<file path="config.mk">
export PLATFORM = sky130hd
export DESIGN_NAME = rf_dump_reader
export DESIGN_NICKNAME = d
export VERILOG_FILES = /design/src/rtl/rf_dbg_pkg.sv /design/src/rtl/rf_dump_reader.sv
export SDC_FILE = /design/constraint.sdc
export NUM_CORES = 1
export LEC_CHECK = 0
export CORE_MARGIN = 5
export CORE_UTILIZATION = 51
export CTS_BUF_LIST = sky130_fd_sc_hd__clkbuf_2 sky130_fd_sc_hd__clkbuf_4 sky130_fd_sc_hd__clkbuf_8
export CTS_CLUSTER_SIZE = 10
export DETAILED_ROUTE_END_ITERATION = 10
export GPL_TIMING_DRIVEN = 0
export PLACE_DENSITY_LB_ADDON = 0.25
export SLEW_MARGIN = 10
export SYNTH_ARGS = -nofsm -noshare
export SYNTH_HDL_FRONTEND = slang
export SYNTH_SLANG_ARGS = --single-unit
</file>
<file path="constraint.sdc">
create_clock -name clk -period 5.35 [get_ports clk]
set_clock_uncertainty 0.05 [all_clocks]
set_input_delay 0.8025 -clock clk [delete_from_list [all_inputs] [get_ports clk]]
set_output_delay 0.8025 -clock clk [all_outputs]
set_load 0.02 [all_outputs]
</file>
<file path="src/rtl/rf_dbg_pkg.sv">
// Shared types and constants for the register-file debug dump path.
package rf_dbg_pkg;

    localparam int NREGS = 32;
    localparam int AW    = 5;
    localparam int DW    = 32;
    localparam int CNT_W = 16;

    // Dump engine states.
    typedef enum logic [1:0] {
        IDLE = 2'd0,
        SCAN = 2'd1,
        EMIT = 2'd2,
        DONE = 2'd3
    } state_e;

    // One {index, value} trace beat as seen by the trace sink.
    typedef struct packed {
        logic [AW-1:0] idx;
        logic [DW-1:0] data;
        logic          last;
    } beat_t;

endpackage

</file>
<file path="src/rtl/rf_dump_reader.sv">
// Debug read-side engine: walks the RF read port over r0..NREGS-1 and streams
// {index, value} beats over valid/ready, optionally skipping zero registers.
// busy stalls the core so the RF is frozen for the whole dump.
module rf_dump_reader #(
    parameter int NREGS = 32,
    parameter int AW    = 5,
    parameter int DW    = 32,
    parameter int CNT_W = 16
) (
    input  logic             clk,
    input  logic             rst,
    input  logic             start,
    input  logic             skip_zero,
    input  logic             abort,
    output logic [AW-1:0]    rf_ra,
    input  logic [DW-1:0]    rf_rd,
    output logic             busy,
    output logic             out_valid,
    input  logic             out_ready,
    output logic [AW-1:0]    out_idx,
    output logic [DW-1:0]    out_data,
    output logic             out_last,
    output logic             done,
    output logic [CNT_W-1:0] dump_count
);

    import rf_dbg_pkg::*;

    localparam logic [AW-1:0] LAST_IDX = AW'(NREGS - 1);

    state_e           state_q, state_d;
    logic [AW-1:0]    idx_q, idx_d;
    logic             skip_q, skip_d;
    logic             valid_q, valid_d;
    logic [AW-1:0]    oidx_q, oidx_d;
    logic [DW-1:0]    odata_q, odata_d;
    logic [CNT_W-1:0] cnt_q, cnt_d;

    // State and beat registers with asynchronous reset.
    always_ff @(posedge clk or posedge rst) begin
        if (rst) begin
            state_q <= IDLE;
            idx_q   <= '0;
            skip_q  <= 1'b0;
            valid_q <= 1'b0;
            oidx_q  <= '0;
            odata_q <= '0;
            cnt_q   <= '0;
        end else begin
            // NOTE: non-blocking assignments so every register samples the pre-edge values.
            state_q <= state_d;
            idx_q   <= idx_d;
            skip_q  <= skip_d;
            valid_q <= valid_d;
            oidx_q  <= oidx_d;
            odata_q <= odata_d;
            cnt_q   <= cnt_d;
        end
    end

    // Next-state, read address and done pulse; abort overrides any non-idle state.
    always_comb begin
        // NOTE: every output of this block gets a default first, so no path infers a latch.
        state_d = state_q;
        idx_d   = idx_q;
        skip_d  = skip_q;
        valid_d = valid_q;
        oidx_d  = oidx_q;
        odata_d = odata_q;
        cnt_d   = cnt_q;
        rf_ra   = '0;
        done    = 1'b0;

        if (state_q != IDLE) begin
            rf_ra = idx_q;
        end

        if (abort && state_q != IDLE) begin
            state_d = IDLE;
            valid_d = 1'b0;
        end else begin
            unique case (state_q)
                IDLE: begin
                    // start and abort together in IDLE: abort wins.
                    if (start && !abort) begin
                        skip_d  = skip_zero;
                        idx_d   = '0;
                        state_d = SCAN;
                    end
                end
                SCAN: begin
                    if (skip_q && rf_rd == '0) begin
                        if (idx_q == LAST_IDX) begin
                            state_d = DONE;
                        end else begin
                            idx_d = idx_q + 1'b1;
                        end
                    end else begin
                        odata_d = rf_rd;
                        oidx_d  = idx_q;
                        valid_d = 1'b1;
                        state_d = EMIT;
                    end
                end
                EMIT: begin
                    if (out_ready) begin
                        valid_d = 1'b0;
                        if (idx_q == LAST_IDX) begin
                            state_d = DONE;
                        end else begin
                            idx_d   = idx_q + 1'b1;
                            state_d = SCAN;
                        end
                    end
                end
                DONE: begin
                    done    = 1'b1;
                    cnt_d   = cnt_q + 1'b1;
                    state_d = IDLE;
                end
                default: state_d = IDLE;
            endcase
        end
    end

    assign busy       = (state_q != IDLE);
    assign out_valid  = valid_q;
    assign out_idx    = oidx_q;
    assign out_data   = odata_q;
    assign out_last   = valid_q && (oidx_q == LAST_IDX);
    assign dump_count = cnt_q;

endmodule

</file>
==> flow_summary.json <==
{
  "status": "completed",
  "clock-sinks": 62,
  "drtIter0Drc": 39,
  "cts_buffers": 9,
  "crit_arrival_ns": 2.69,
  "ctsResizeCount": 0,
  "nNetsFinal": 380,
  "syn_to_final_growth_pct": 44.9,
  "antenna_found_initial": 0,
  "utilization": 0.766,
  "insertion_delay_ns": 0.33,
  "track_usage": 0.197,
  "hold_path_class": "reg -> reg",
  "hold_end": "dump_count[15]",
  "holdPathStages": 1,
  "ys_ff_latch": 62,
  "io_buffers": 99,
  "via_per_inst": 5.16,
  "grt_pass1_wl_um": 11200,
  "share_seq_of_total_power": 0.311,
  "clkTransAtPathRegs_ns": 0.07,
  "worst_setup_path_start_kind": "flip-flop",
  "reg2reg_to": "out_data[29]",
  "reg2reg_depth": 9,
  "power_frac_clock": 0.189,
  "min_period_ns": 3.54,
  "cp.required_ns": 4.50,
  "drtPass1Iterations": 4,
  "max_freq_ghz": 0.283,
  "tns_ns": 0,
  "antenna_cells": 0,
  "worst_pin_slew_ns": 0.748,
  "avgRoutedWirePerCell_um": 16.5,
  "ir_drop_v": 0.000456,
  "grt_remaining_overflow": 0,
  "htree_num_levels": 3,
  "ios": 100,
  "rsz0062_at_grt": "no",
  "post_cts.repair.setup_buffers": 0,
  "drv_cap": 0,
  "cp-end-kind": "output pin",
  "grt_max_degree": 63,
  "rows": 27,
  "drcViolationCount": 0,
  "hpwl_um": 4970,
  "fin_ws_ns": 1.81,
  "crit_path_max_fanout": 9,
  "die_w_um": 85.8,
  "root_buffer": "clkbuf_8",
  "power.static_leakage_uw": 0.00185,
  "reg2reg_from": "state_q[0]",
  "p_sw_frac": 0.349,
  "dieArea_um2": 7360,
  "whs_ns": 0.425,
  "yosysUniqueCellTypes": 37,
  "cts_tree": "built",
  "p_switching_uw": 866,
  "drive_gt1_frac": 0.165,
  "final_cell_mix": "clkdlybuf4s50_1, dfrtp_1, mux2_4",
  "place_ws_ns": 1.87,
  "syn_area_um2": 2930,
  "hold_buffers": 0,
  "crit_type": "reg -> out",
  "die_h_um": 85.8,
  "hp-start": "dump_count[15]",
  "max_slew_margin": 0.501,
  "p_int_uw": 1620,
  "layout_commonest_cell": "clkdlybuf4s50_1",
  "fill_cells": 369,
  "slew_viol_final": 0,
  "syn_nets": 270,
  "core-area_um2": 5540,
  "rrSetupSlack_ns": 2.79,
  "post-route-period-util": 0.662,
  "combPwrFrac": 0.500,
  "drtAntennaViolNets": 0,
  "cts_max_path_buffers": 2,
  "p_per_area_nw_per_um2": 585,
  "grt_pass1_vias": 2176,
  "globalplace.congestion": 0.793,
  "finalWirelength_um": 6800,
  "ys_warn_count": 0,
  "multi_input_area_um2": 1280,
  "finalSetupViolCount": 0,
  "yosysSeqAreaShare": 0.530,
  "finalHoldViolCount": 0,
  "start_util": 0.529,
  "num_vias": 2126,
  "regArea_um2": 1550,
  "avgSynthCellArea_um2": 13.0,
  "syn_inst": 225
}
## synth_stat cells, drive strengths merged
cell | number | area (µm²)
nor4b | 1 | 8.76
nand4 | 6 | 37.5
or3 | 3 | 18.8
xor2 | 1 | 8.76
xnor2 | 14 | 123
nand3b | 1 | 7.51
mux2 | 40 | 563
and2 | 1 | 6.26
and4 | 3 | 26.3
nor2b | 2 | 12.5
nand3 | 8 | 40.0
buf | 5 | 56.3
ha | 7 | 87.6
o21a | 1 | 7.51
dfrtp | 62 | 1550
a21oi | 3 | 15.0
inv | 10 | 37.5
o2bb2ai | 2 | 17.5
nand2 | 15 | 56.3
nand2b | 4 | 25.0
clkbuf | 2 | 7.51
o22ai | 3 | 18.8
a21bo | 1 | 10.0
o2111a | 1 | 11.3
o21ai | 2 | 10.0
o221ai | 1 | 8.76
nor4 | 6 | 37.5
o21bai | 1 | 7.51
nor2 | 10 | 37.5
and3 | 4 | 30.0
mux2i | 3 | 30.0
a31oi | 1 | 6.26
a21boi | 1 | 7.51
## through the flow
stage / total power (µW) / area, µm² / instances
2_1_floorplan: 1530 / 2930 / 225
3_3_place_gp: 2000 / 4010 / 396
3_5_place_dp: 2020 / 4010 / 396
4_1_cts: 2500 / 4250 / 412
5_1_grt: 2620 / 4250 / 412
6_report: 2480 / 4250 / 412
## critical path: stages (launching register included)
cell and delay, ns:
dfrtp_1 0.44, inv_1 0.11, ha_1 0.14, clkbuf_1 0.31, nand2b_1 0.15, clkbuf_1 0.31
nand2_1 0.18, inv_1 0.10, clkdlybuf4s50_1 0.60
## cell type report
class,count,area share
Sequential cell,62,0.365
Multi-Input combinational cell,146,0.301
Timing Repair Buffer,99,0.233
Clock buffer,11,0.0357
Tap cell,72,0.0212
Clock inverter,5,0.0192
Buffer,7,0.0150
Inverter,10,0.00943
## per-layer routing
layer  vias up  GRT usage  part of all wire
li1       1021          -                 -
met1      1039      0.259              0.45
met2        56      0.319              0.48
met3        10     0.0432             0.050
met4         0     0.0734             0.014
met5         -          0                 0
## sequential cells by signal, indices dropped and copies added, names as in the netlist
signal,cells
out_data,32
dump_count,16
idx_q,5
out_idx,5
state_q,2
out_valid,1
skip_q,1
## worst max-delay path by stage
stage	startpoint	slack [ns]	endpoint	cells past startpoint
6_report	state_q[0]	1.81	done	8
5_1_grt	state_q[0]	1.62	done	8
4_1_cts	state_q[1]	1.80	done	8
3_5_place_dp	abort	1.87	done	6
3_3_place_gp	rst	1.86	out_data[29]	2
2_1_floorplan	rf_rd[9]	2.76	out_data[10]	8
## kinds of logic (layout without fill, tap and decap cells)
logic type / after synthesis / in the layout / share of synthesized area
XOR/XNOR: 15 / 15 / 0.0449
AO/OA/AOI/OAI: 17 / 17 / 0.0410
buffers and inverters: 17 / 132 / 0.0346
adder cells (fa/ha/maj): 7 / 7 / 0.0299
flip-flops: 62 / 62 / 0.530
multiplexers: 43 / 43 / 0.202
AND/OR/NAND/NOR: 64 / 64 / 0.117
## power by group through the flow
stage	Combinational [µW]	Clock [µW]	Sequential [µW]
global placement	1230	0	770
floorplan	576	0	954
detailed placement	1240	0	778
CTS	1250	478	772
global route	1320	505	800
finish	1240	469	772
(Power assumes the default switching activity.)
